**src/rtl/dcim_mult_scheduler.sv**
```systemverilog
// DCIM multiplier front-end: loads ADDR_COUNT weights, then time-shares the macro compute port
// between two requesters in round-robin bursts. Define DCIM_SCHED_BURST_CAP_EN to cap beats per grant.
module dcim_mult_scheduler #(
  parameter int DATA_WIDTH = 32,
  parameter int PROD_WIDTH = 64,
  parameter int ADDR_COUNT = 64,
  parameter int PIPE_LAT   = 3,
  parameter int MAX_BURST  = 16
) (
  input  logic                  clk,
  input  logic                  rst_n,
  input  logic                  wload_valid,
  input  logic [DATA_WIDTH-1:0] wload_data,
  output logic                  wload_ready,
  input  logic                  req0_valid,
  input  logic [DATA_WIDTH-1:0] req0_data,
  input  logic                  req0_last,
  output logic                  req0_ready,
  input  logic                  req1_valid,
  input  logic [DATA_WIDTH-1:0] req1_data,
  input  logic                  req1_last,
  output logic                  req1_ready,
  output logic                  mac_pe_ce,
  output logic                  mac_init_enable,
  output logic [DATA_WIDTH-1:0] mac_data_in,
  input  logic                  mac_init_done,
  input  logic [PROD_WIDTH-1:0] mac_data_out,
  output logic                  rsp_valid,
  output logic                  rsp_id,
  output logic                  rsp_last,
  output logic [PROD_WIDTH-1:0] rsp_data,
  output logic                  busy
);

  typedef enum logic [2:0] {IDLE, LOAD, WAIT, READY, BURST} state_t;

  localparam int CNT_W   = $clog2(ADDR_COUNT + 1);
  localparam int BURST_W = $clog2(MAX_BURST + 1);

`ifdef DCIM_SCHED_BURST_CAP_EN
  localparam bit CAP_EN = 1'b1;
`else
  localparam bit CAP_EN = 1'b0;
`endif

  state_t               state_reg, state_next;
  logic [CNT_W-1:0]     word_cnt_reg, word_cnt_next;
  logic [BURST_W-1:0]   beat_cnt_reg, beat_cnt_next;
  logic                 grant_reg, grant_next;
  logic                 rr_reg, rr_next;

  logic                  beat_accept;
  logic                  beat_last;
  logic [DATA_WIDTH-1:0] beat_data;
  logic                  other_valid;
  logic                  cap_hit;

  // Tag entry: {valid, id, last}
  logic [2:0] tag_reg [PIPE_LAT];
  logic [2:0] tag_in;
  logic       tag_any;

  assign beat_accept = (state_reg == BURST) && (grant_reg ? req1_valid : req0_valid);
  assign beat_last   = grant_reg ? req1_last : req0_last;
  assign beat_data   = grant_reg ? req1_data : req0_data;
  assign other_valid = grant_reg ? req0_valid : req1_valid;
  assign cap_hit     = CAP_EN && (beat_cnt_reg == BURST_W'(MAX_BURST - 1));

  always_ff @(posedge clk or negedge rst_n) begin
    if (!rst_n) begin
      state_reg    <= IDLE;
      word_cnt_reg <= '0;
      beat_cnt_reg <= '0;
      grant_reg    <= 1'b0;
      rr_reg       <= 1'b0;
    end else begin
      state_reg    <= state_next;
      word_cnt_reg <= word_cnt_next;
      beat_cnt_reg <= beat_cnt_next;
      grant_reg    <= grant_next;
      rr_reg       <= rr_next;
    end
  end

  always_comb begin
    state_next    = state_reg;
    word_cnt_next = word_cnt_reg;
    beat_cnt_next = beat_cnt_reg;
    grant_next    = grant_reg;
    rr_next       = rr_reg;
    case (state_reg)
      IDLE: begin
        state_next    = LOAD;
        word_cnt_next = '0;
      end
      LOAD: begin
        if (wload_valid) begin
          word_cnt_next = word_cnt_reg + CNT_W'(1);
          if (word_cnt_reg == CNT_W'(ADDR_COUNT - 1)) state_next = WAIT;
        end
      end
      WAIT: begin
        if (mac_init_done) state_next = READY;
      end
      READY: begin
        beat_cnt_next = '0;
        if (req0_valid || req1_valid) begin
          state_next = BURST;
          grant_next = (req0_valid && req1_valid) ? rr_reg : req1_valid;
        end
      end
      BURST: begin
        if (beat_accept) begin
          if (beat_last) begin
            state_next = READY;
            rr_next    = ~grant_reg;
          end else if (cap_hit) begin
            // Cap reached: yield only if the other side is actually waiting
            beat_cnt_next = '0;
            if (other_valid) begin
              state_next = READY;
              rr_next    = ~grant_reg;
            end
          end else begin
            beat_cnt_next = beat_cnt_reg + BURST_W'(1);
          end
        end
      end
      default: state_next = IDLE;
    endcase
  end

  always_comb begin
    wload_ready     = 1'b0;
    req0_ready      = 1'b0;
    req1_ready      = 1'b0;
    mac_pe_ce       = 1'b0;
    mac_init_enable = 1'b0;
    mac_data_in     = '0;
    case (state_reg)
      // IDLE is also the reset state; keep the init pulse quiet while reset is held
      IDLE: begin
        mac_init_enable = rst_n;
        mac_pe_ce       = rst_n;
      end
      LOAD: begin
        wload_ready = 1'b1;
        mac_pe_ce   = wload_valid;
        mac_data_in = wload_data;
      end
      BURST: begin
        req0_ready = ~grant_reg;
        req1_ready = grant_reg;
        mac_pe_ce  = 1'b1;
        if (beat_accept) mac_data_in = beat_data;
      end
      default: ;
    endcase
  end

  assign tag_in = {beat_accept, beat_accept & grant_reg, beat_accept & beat_last};

  always_ff @(posedge clk or negedge rst_n) begin
    if (!rst_n) begin
      for (int i = 0; i < PIPE_LAT; i++) tag_reg[i] <= '0;
    end else begin
      tag_reg[0] <= tag_in;
      for (int i = 1; i < PIPE_LAT; i++) tag_reg[i] <= tag_reg[i-1];
    end
  end

  always_comb begin
    tag_any = 1'b0;
    for (int i = 0; i < PIPE_LAT; i++) tag_any = tag_any | tag_reg[i][2];
  end

  assign rsp_valid = tag_reg[PIPE_LAT-1][2];
  assign rsp_id    = tag_reg[PIPE_LAT-1][1];
  assign rsp_last  = tag_reg[PIPE_LAT-1][0];
  assign rsp_data  = rsp_valid ? mac_data_out : '0;
  assign busy      = (state_reg != READY) || tag_any;

endmodule

```
**config.mk**
```make
export PLATFORM = sky130hd
export DESIGN_NAME = dcim_mult_scheduler
export DESIGN_NICKNAME = d
export VERILOG_FILES = /design/src/rtl/dcim_mult_scheduler.sv
export SDC_FILE = /design/constraint.sdc
export NUM_CORES = 1
export LEC_CHECK = 0
export BUFFER_PORTS_ARGS = -buffer_cell sky130_fd_sc_hd__buf_2
export CAP_MARGIN = 10
export CELL_PAD_IN_SITES_DETAIL_PLACEMENT = 0
export CELL_PAD_IN_SITES_GLOBAL_PLACEMENT = 1
export CORE_ASPECT_RATIO = 0.6
export CORE_MARGIN = 3
export CORE_UTILIZATION = 19
export CTS_BUF_LIST = sky130_fd_sc_hd__clkbuf_4
export DETAILED_ROUTE_END_ITERATION = 8
export GPL_TIMING_DRIVEN = 0
export PLACE_DENSITY = 0.86
export RECOVER_POWER = 100
export SETUP_SLACK_MARGIN = 0.15
export SYNTH_ARGS = -nofsm -noshare
export SYNTH_HDL_FRONTEND = slang
export SYNTH_SLANG_ARGS = --single-unit
```
**constraint.sdc**
```tcl
create_clock -name clk -period 1.7 [get_ports clk]
set_input_delay 0.085 -clock clk [delete_from_list [all_inputs] [get_ports clk]]
set_output_delay 0.085 -clock clk [all_outputs]
set_load 0.01 [all_outputs]
```
==> results by stage, run 1 <==
GRT:
- The global route total overflow is 0.
- The initial antenna violation count came to 0.
- The number of global-route vias before repair was 3,070.
- The global-route wire length before repair is 17.1 mm.
- The global-route total usage across every layer is 17.6%.
- Entering global routing, the biggest net connects 24 pins.

Drt:
- The detailed router finished its first iteration with 129 violations.
- The final antenna-violating net count is 0.
- The final route contains 3,133 vias.
- The DRC violation count after routing is 0.
- The average wire length per cell after detail routing is around 17 um.
- Dividing the detail-routed via count by the number of cells gives 4.51.
- The sum of routed wire length over all layers is roughly 12 mm.
- The first detailed-routing pass took 4 iterations.

Timing:
- On the final layout, the worst clock skew is 0.00113 ns.
- Setup total negative slack on the finished layout was measured at -1.37 ns.
- The transition time at the pin with the least slew margin is 0.524 ns.
- Measured against its own limit, the worst slew margin works out to 65.1%.
- The smallest clock period supported by the final layout is computed as 1.81 ns.
- The worst setup margin is -0.112 ns.
- Setup violations remaining at the end of the flow were counted as 35.
- The final clock period utilization by the worst path is 107%.
- Setup repair after global routing could not meet its margin everywhere.
- The number of pins with negative max-slew slack in the final report is 0.
- The highest clock frequency the design can meet is 552 MHz.
- The number of failing hold endpoints at the final stage was 0.

Critical path:
- Data on the critical path is required at its endpoint by roughly 1.6 ns.
- The flop-to-flop setup slack is -0.07 ns.
- The critical path goes through buf_6, nor3b_4, buf_6, buf_8, nand2_1, o21ai_2, buf_2.
- The slowest stage of the critical path is the sky130_fd_sc_hd__dfrtp_1 cell.
- The sort of element at the end of the critical path is an output port.
- Among the stages of the critical path, the cell type that occurs most often is sky130_fd_sc_hd__buf_6.
- The type of origin of the critical path is a register.
- The start-to-end type of the worst setup path is reg -> out.
- Of all nets on the critical path, the largest fanout is 10.
- The arrival time reported for the critical path endpoint is 1.73 ns.
- In this design, the stage delay of the slowest critical-path cell is just under 0.4 ns.

Run:
- The total of max-cap violations is 0.

Outcome:
- The run finished, with violations left.
- The checks that failed: negative setup slack.

Power:
- The worst-case IR drop observed on VDD is 0.000255 V.
- The total leakage power is 0.00233 uW.
- Dividing total power by cell area gives a power density of 387 nW/um2.

Yosys:
- When the netlist entered floorplanning its net count stood at approximately 440.
- The average cell area after synthesis is 7.66 um2.
- Of the post-synthesis cell area, the part taken by muxes is between 10% and 20%.
- The total number of yosys warnings is 0.
- The combined area of all synthesized cells is 2040 um2.
- The biggest area contributor in the post-synthesis netlist is sky130_fd_sc_hd__dfrtp_1.
- The complex-gate fraction of the synthesized area is a little over an eighth.
- By area the synthesized netlist is led by sky130_fd_sc_hd__dfrtp_1, sky130_fd_sc_hd__and2_1, sky130_fd_sc_hd__mux2i_1.
- The post-synthesis cell type count is 35.
- The xor-xnor portion of the synthesized cell area is 0%.
- The area share of the largest cell type after synthesis is 25.7%.
- Of the total synthesized cell area, the portion taken by full adders, half adders and majority gates is 0.612%.
- The register area share after synthesis is 25.7%.
- The combinational family with the most area after synthesis is simple AND/OR/NAND/NOR gates.
- The synthesized netlist devotes 37.5% of its cell area to simple gates.
- In the synthesized netlist, the number of instances is 267.
- Counting flops and latches in the post-synthesis netlist gives 21.

Finish:
- The register with the most flip-flops in the layout has 7 of them.
- At the end of the flow, the number of nets in the layout was 729.
- The area growth from synthesis to layout is 93.0%.
- The layout cell share with drive strength beyond 1 is 57.8%.
- The area of all placed cells without fillers is 3950 um2.
- Counting the fill cells in the layout gives 1,109.

CTS:
- The CTS buffer count is 3.
- The depth of the CTS H-tree is 1.
- The TritonCTS clock tree is built.
- The clock insertion delay at the later pin of the skew report is 0.31 ns.
- The clock slew seen by the registers of the worst setup and hold paths is 0.12 ns.
- The clock passes through at most 2 buffers.
- CTS saw 21 sinks.
- The buffer cell driving the clock tree root is sky130_fd_sc_hd__clkbuf_4.

Floorplan:
- The die extent in y is 86.4 um.
- The total die area is 12,100 um2.
- The number of top-level pins is between 200 and 300.
- The total area inside the core boundary comes to about 10,000 um2.
- The initial standard-cell utilization of the core is 20.1%.
- The row count is 28.
- The floorplan step set the die width to 140 um.

Placed design:
- The number of input and output port buffers inserted is about 270.
- Summing all placed instances gives a cell area of 3570 um2.
- The HPWL after detailed placement is 9.80 mm.
- The routability congestion estimate is 0.981.

Min path:
- The min-delay analysis places its worst path in the category in -> reg.
-- cell type report --
cell class / count / area [um2] / area share, %
buffer: 21 / 216 / 5.49
clock buffer: 3 / 22.5 / 0.571
multi-input combinational: 221 / 1460 / 37.0
tap: 135 / 169 / 4.28
clock inverter: 1 / 5.00 / 0.127
timing repair buffer: 288 / 1530 / 38.7
sequential: 21 / 526 / 13.3
antenna: 1 / 2.50 / 0.0634
inverter: 4 / 15.0 / 0.381
-- synth_stat cells --
| master | instances |
|---|---|
| sky130_fd_sc_hd__a211oi_1 | 1 |
| sky130_fd_sc_hd__a21oi_1 | 3 |
| sky130_fd_sc_hd__a21oi_2 | 1 |
| sky130_fd_sc_hd__a221o_1 | 1 |
| sky130_fd_sc_hd__and2_1 | 66 |
| sky130_fd_sc_hd__and3_1 | 1 |
| sky130_fd_sc_hd__and4_1 | 1 |
| sky130_fd_sc_hd__buf_2 | 9 |
| sky130_fd_sc_hd__buf_4 | 1 |
| sky130_fd_sc_hd__buf_6 | 1 |
| sky130_fd_sc_hd__clkbuf_1 | 10 |
| sky130_fd_sc_hd__dfrtp_1 | 21 |
| sky130_fd_sc_hd__ha_1 | 1 |
| sky130_fd_sc_hd__inv_1 | 4 |
| sky130_fd_sc_hd__mux2_2 | 1 |
| sky130_fd_sc_hd__mux2i_1 | 34 |
| sky130_fd_sc_hd__nand2_1 | 38 |
| sky130_fd_sc_hd__nand2b_1 | 1 |
| sky130_fd_sc_hd__nand3_1 | 7 |
| sky130_fd_sc_hd__nand3b_1 | 4 |
| sky130_fd_sc_hd__nand4_1 | 2 |
| sky130_fd_sc_hd__nand4bb_1 | 1 |
| sky130_fd_sc_hd__nor2_1 | 3 |
| sky130_fd_sc_hd__nor2b_1 | 1 |
| sky130_fd_sc_hd__nor3_1 | 1 |
| sky130_fd_sc_hd__nor3b_1 | 1 |
| sky130_fd_sc_hd__nor3b_4 | 1 |
| sky130_fd_sc_hd__o21ai_0 | 40 |
| sky130_fd_sc_hd__o22ai_1 | 1 |
| sky130_fd_sc_hd__o311ai_0 | 1 |
| sky130_fd_sc_hd__o31ai_1 | 1 |
| sky130_fd_sc_hd__o41ai_1 | 1 |
| sky130_fd_sc_hd__or3_1 | 3 |
| sky130_fd_sc_hd__or3b_2 | 2 |
| sky130_fd_sc_hd__or4_1 | 2 |
-- worst max-delay path, delay by kind of cell (launching register included) --
kind                   cells  cell delay [ns]
AOI/OAI and AO/OA          1             0.09
buffers and inverters      4             0.62
DFF                        1             0.39
and+or+nand+nor            2             0.32
-- cell families after synthesis --
| logic type | count (synthesis) |
|---|---|
| AO/OA/AOI/OAI | 50 |
| adder cells (fa/ha/maj) | 1 |
| buffers and inverters | 25 |
| flip-flops | 21 |
| multiplexers | 35 |
| AND/OR/NAND/NOR | 135 |
-- worst paths after layout --
kind,startpoint,to,depth (start not counted)
max in group asynchronous,rst_n,tag_reg[6]$_DFF_PN0_,2
setup / recovery,state_reg[1]$_DFFE_PN0P_,mac_data_in[3],7
setup reg to reg,state_reg[1]$_DFFE_PN0P_,rr_reg$_DFFE_PN0P_,6
min in group asynchronous,rst_n,word_cnt_reg[5]$_DFFE_PN0P_,2
hold reg to reg,tag_reg[4]$_DFF_PN0_,rsp_id$_DFF_PN0_,0
hold / removal,wload_valid,word_cnt_reg[1]$_DFFE_PN0P_,3
-- metrics by stage --
stage | power (uW) | util, % | hold slack (ns) | instances | setup WS (ns)
2_1_floorplan | 874 | - | -0.211 | 267 | 0.294
3_3_place_gp | 1180 | 35.2 | 0.0637 | 674 | -0.231
3_5_place_dp | 1210 | 35.2 | 0.0801 | 674 | -0.214
4_1_cts | 1510 | 37.7 | 0.0509 | 687 | -0.0482
5_1_grt | 1650 | 38.8 | 0.0501 | 694 | -0.192
6_report | 1530 | 38.8 | 0.0597 | 695 | -0.112
-- layout by cell type, fill, tap and decap left out, drive strengths merged, types with 2 or more instances in the layout --
cell and n:
nand3 7, nor3b 2, nand2 38, nand3b 4, buf 290, or3b 2
inv 4, o21ai 40, mux2i 34, or4 2, nand4 2, a21oi 4
dfrtp 21, or3 3, nor2 3, clkbuf 21, and2 66
-- where the power goes --
group	internal, uW	switching [uW]
clock	88.1	157
sequential	554	58.1
combinational	347	324
total	989	539
-- what timing repair did --
action,in CTS,in global routing
setup endpoints to repair,101,105
pin swaps,4,3
gates cloned,0,2
resized for setup,63,37
setup buffers,8,5
endpoints found under the hold margin,21,0
hold buffers,1,0
-- layer usage --
metal | share of wire [%] | global-route usage (%) | vias to the layer above
met5 | 0 | 0 | -
met4 | 1.8 | 3.87 | 0
met3 | 5.9 | 2.32 | 12
met2 | 49 | 31.1 | 161
met1 | 43 | 23.3 | 1460
li1 | - | - | 1500
Power figures use the tool's default switching activity.
==> run 2, diff against run 1 <==
==> config.mk (replaced) <==
export PLATFORM = sky130hd
export DESIGN_NAME = dcim_mult_scheduler
export DESIGN_NICKNAME = d
export VERILOG_FILES = /design/src/rtl/dcim_mult_scheduler.sv
export SDC_FILE = /design/constraint.sdc
export NUM_CORES = 1
export LEC_CHECK = 0
export ABC_AREA = 1
export BUFFER_PORTS_ARGS = -buffer_cell sky130_fd_sc_hd__buf_2
export CAP_MARGIN = 10
export CELL_PAD_IN_SITES_DETAIL_PLACEMENT = 0
export CELL_PAD_IN_SITES_GLOBAL_PLACEMENT = 1
export CORE_ASPECT_RATIO = 0.6
export CORE_MARGIN = 3
export CORE_UTILIZATION = 20
export CTS_BUF_LIST = sky130_fd_sc_hd__clkbuf_4
export DETAILED_ROUTE_END_ITERATION = 8
export GPL_TIMING_DRIVEN = 0
export PLACE_DENSITY = 0.87
export RECOVER_POWER = 100
export SYNTH_ARGS = -nofsm -noshare
export SYNTH_HDL_FRONTEND = slang
export SYNTH_SLANG_ARGS = --single-unit
export TNS_END_PERCENT = 10
==> run 2 against run 1 <==
The flow still finishes with violations (negative setup slack). Worst setup slack better by 0.011 ns. Area after synthesis grew 16%. Sequential share of layout area down 0.51 points. First-iteration DRC count increased by 4.7%. Worst hold slack worse by 0.025 ns. Global-route usage decreased by 2.5 points. Critical path type unchanged. Highest routed layer unchanged.
==> results by stage, run 2 <==
Outcome:
- The run finished, with violations left.
- The checks that failed: negative setup slack.

Finish:
- At the end of the flow the core is filled with cells to 36.1%.
- The layout cell share with drive strength beyond 1 is 48.0%.
- 0 antenna diodes ended up in the layout.
- The final layout contains approximately 860 nets.
- The number of flip-flops under the largest register name is 7.
- In the layout the commonest cells are sky130_fd_sc_hd__buf_2, sky130_fd_sc_hd__nand2_1, sky130_fd_sc_hd__nor2_1, sky130_fd_sc_hd__inv_1, sky130_fd_sc_hd__o31ai_2.
- The area growth from synthesis to layout is 74.0%.
- Once layout is complete, the cells apart from fillers number 845.
- The commonest non-fill, non-tap cell in the layout is sky130_fd_sc_hd__buf_2.

Min path:
- The class of the most critical hold timing path is in -> reg.
- The worst hold path begins at wload_valid.
- The end of the worst hold path is word_cnt_reg[1]$_DFFE_PN0P_.
- The cell count of the worst hold path is 3.

Yosys:
- The post-synthesis cell type count is 29.
- The fraction of synthesis flops using an asynchronous set or reset pin is 100%.
- The register bit total from synthesis is 21.
- Ranked by total cell area, the synthesized netlist is headed by sky130_fd_sc_hd__dfrtp_1, sky130_fd_sc_hd__nand2_1, sky130_fd_sc_hd__o31ai_2.
- Yosys instantiated no cell more often than sky130_fd_sc_hd__nand2_1.
- The cell count after synthesis is ~400.
- The commonest cells after synthesis are sky130_fd_sc_hd__nand2_1, sky130_fd_sc_hd__nor2_1, sky130_fd_sc_hd__inv_1.
- The most used flip-flop cell after synthesis is sky130_fd_sc_hd__dfrtp_1.
- The combined area of all synthesized cells is 2370 um2.
- Counting every net in the synthesized netlist gives 570.
- The synthesized design devotes to its leading area cell type 22.2% of total area.
- The count of flip-flops with a built-in enable after synthesis is 0.
- The average cell area after synthesis is slightly below 6 um2.
- The register area share after synthesis is around 22%.
- The total number of yosys warnings is 0.
- The synthesized design spends more area on one cell type than any other, namely sky130_fd_sc_hd__dfrtp_1.

GRT:
- The global-route wire length before repair is between 15 and 20 mm.
- The number of global-route vias before repair is 3,221.
- For this run the aggregate overflow at the end of global routing stands at 0.
- The most heavily used metal layer in global routing is met2.
- The initial antenna violation count was 0.
- For this run, global-route usage on met2 was measured as 25.9%.
- The met1 usage is approximately 20%.
- The maximum number of pins on one net before global-route repair is 23.
- Global routing consumed, over all layers together, 15.1% of the routing resources.
- The global routing met3 resource utilization is about 3.2%.

Floorplan:
- The row count is 30.
- The die is 90.3 um tall.
- The initial standard-cell utilization of the core is 20.8%.
- The number of top-level pins is 273.
- The floorplan step defined a die boundary enclosing 13,200 um2.
- The core region is 11,400 um2.
- The die extent in x is approximately 150 um.

Critical path:
- The worst register-to-register path has a depth of 8.
- The biggest fanout along the worst timing path is 10.
- The type of origin of the critical path is a register.
- STA classifies the critical path endpoint as an output port.
- The setup path with the least slack is of type reg -> out.
- The largest incremental delay on the critical path is 0.42 ns.
- Together, buffers and inverters on the worst path number 3.
- Setup slack on the worst reg-to-reg path comes out at approximately 0.19 ns.
- For the worst setup path, the data arrival time is 1.72 ns.
- The critical path goes through buf_6, o21ai_4, nand2_4, buf_12, o31ai_4, buf_2.
- STA puts the critical path data required time at between 1.5 and 2 ns.
- The worst register-to-register path ends at word_cnt_reg[0]$_DFFE_PN0P_.
- The startpoint of the lowest-slack register-to-register path is state_reg[2]$_DFFE_PN0P_.
- On the critical path the largest part of the delay comes from buffers and inverters.
- The critical path's slowest cell is sky130_fd_sc_hd__dfrtp_1.

Placed design:
- Once detailed placement completed, the half-perimeter wirelength came to about 8.7 mm.
- The routability congestion estimate is 0.792.
- The number of input and output port buffers inserted is approximately 270.
- After detailed placement, the design holds a cell count of 833.

CTS:
- The depth of the CTS H-tree is 1.
- The buffer cell driving the clock tree root is sky130_fd_sc_hd__clkbuf_4.
- The clock slew seen by the registers of the worst setup and hold paths is around 0.13 ns.
- The maximum clock path buffer count is 2.
- The clock insertion delay at the later pin of the skew report is 0.31 ns.
- The clock net sink count is 21.
- The TritonCTS clock tree is built.
- The CTS buffer count is 3.

Power:
- The worst-case IR drop observed on VDD is 0.000513 V.
- Summed over all cells, the static leakage comes to 0.00288 uW.
- The ratio of total power to cell area is 1050 nW/um2.

Drt:
- The final route contains ~3,500 vias.
- The final layout contains routed wiring with a total length of 10.8 mm.
- The count of nets left with antenna violations once routing finished came out at 0.
- The average wire length per cell after detail routing is 12.7 um.
- In the routed design, unresolved DRC markers number 0.
- The first detailed-routing pass ran for 5 iterations.
- The detail-routed via count per cell is 4.11.
- The initial detailed-routing violation count is 135.

Timing:
- The worst pin sits at a relative slew slack of 67.0%.
- The final clock skew is 0.00340 ns.
- The final critical path takes up 106% of the cycle.
- At the pin with the least slew margin, the transition time is 0.495 ns.
- The number of failing hold endpoints at the final stage is 0.
- The final-report setup violation count is 32.
- Setup repair after global routing could not meet its margin everywhere.
- The number of pins with negative max-slew slack in the final report came to 0.
- In the final timing run, aggregate negative setup slack is -1.72 ns.
- The worst setup margin is -0.101 ns.
- The routed design could run at a clock period as short as 1.80 ns.
- The highest clock frequency the design can meet is between 500 and 600 MHz.

Run:
- Across the run, the number of max-cap violations was 0.
[run 2: layout make-up]
type	count	area [um2]
multi-input cells	278	1500
clock buffers	3	22.5
inverters	82	312
fillers	1306	7290
repair buffers	280	1400
flip-flops and latches	21	528
clock inverters	1	5.00
plain buffers	20	149
well taps	160	200
[run 2: report_power, final]
part,internal (uW),switching [uW],total [uW],leakage (uW)
Clock,87.8,164,251,0.0000177
Combinational,1320,2030,3350,0.00258
Sequential,607,105,713,0.000282
[run 2: through the flow]
stage | hold WS, ns | power, uW | instance area, um2 | worst slack [ns]
6_report | 0.0350 | 4310 | 4120 | -0.101
5_1_grt | 0.0116 | 4720 | 4120 | -0.179
4_1_cts | 0.0210 | 4340 | 4140 | -0.108
3_3_place_gp | 0.0770 | 3770 | 3930 | 0.0488
3_5_place_dp | 0.0876 | 3770 | 3930 | 0.0409
2_1_floorplan | -0.211 | 2670 | 2370 | 0.420
[run 2: how the worst max path moves through the flow]
stage | start | endpoint | cells after the start
2_1_floorplan | grant_reg$_DFFE_PN0P_ | mac_data_in[10] | 5
3_3_place_gp | grant_reg$_DFFE_PN0P_ | mac_data_in[9] | 5
3_5_place_dp | grant_reg$_DFFE_PN0P_ | mac_data_in[9] | 5
4_1_cts | grant_reg$_DFFE_PN0P_ | mac_data_in[15] | 6
5_1_grt | grant_reg$_DFFE_PN0P_ | mac_data_in[15] | 6
6_report | grant_reg$_DFFE_PN0P_ | mac_data_in[9] | 6
[run 2: worst reg2reg max path, cell delays in order (launching register included)]
cell,delay [ns]
sky130_fd_sc_hd__dfrtp_1,0.46
sky130_fd_sc_hd__inv_2,0.12
sky130_fd_sc_hd__nand3_4,0.10
sky130_fd_sc_hd__nor2_1,0.31
sky130_fd_sc_hd__inv_2,0.09
sky130_fd_sc_hd__nand2_1,0.11
sky130_fd_sc_hd__inv_1,0.09
sky130_fd_sc_hd__nand2_1,0.06
sky130_fd_sc_hd__o21ai_0,0.07
[run 2: repair_timing]
action                                  CTS  global route
setup buffers                             7             0
resized for setup                        27             5
pin swaps                                 2             0
endpoints found under the setup margin   78            35
hold endpoints to repair                 21             0
hold buffers                              1             0
[run 2: per-layer routing]
metal / vias to the layer above / routed length, um
met5: - / 0
met4: 0 / 25
met3: 4 / 860
met2: 158 / 5080
met1: 1532 / 4790
li1: 1777 / -
[run 2: cells by family after synthesis]
kind of cell               synth area share (%)
buffers and inverters                      18.2
DFF                                        22.2
and+or+nand+nor                            39.2
adders and majority gates                 0.528
AOI/OAI and AO/OA                          19.9
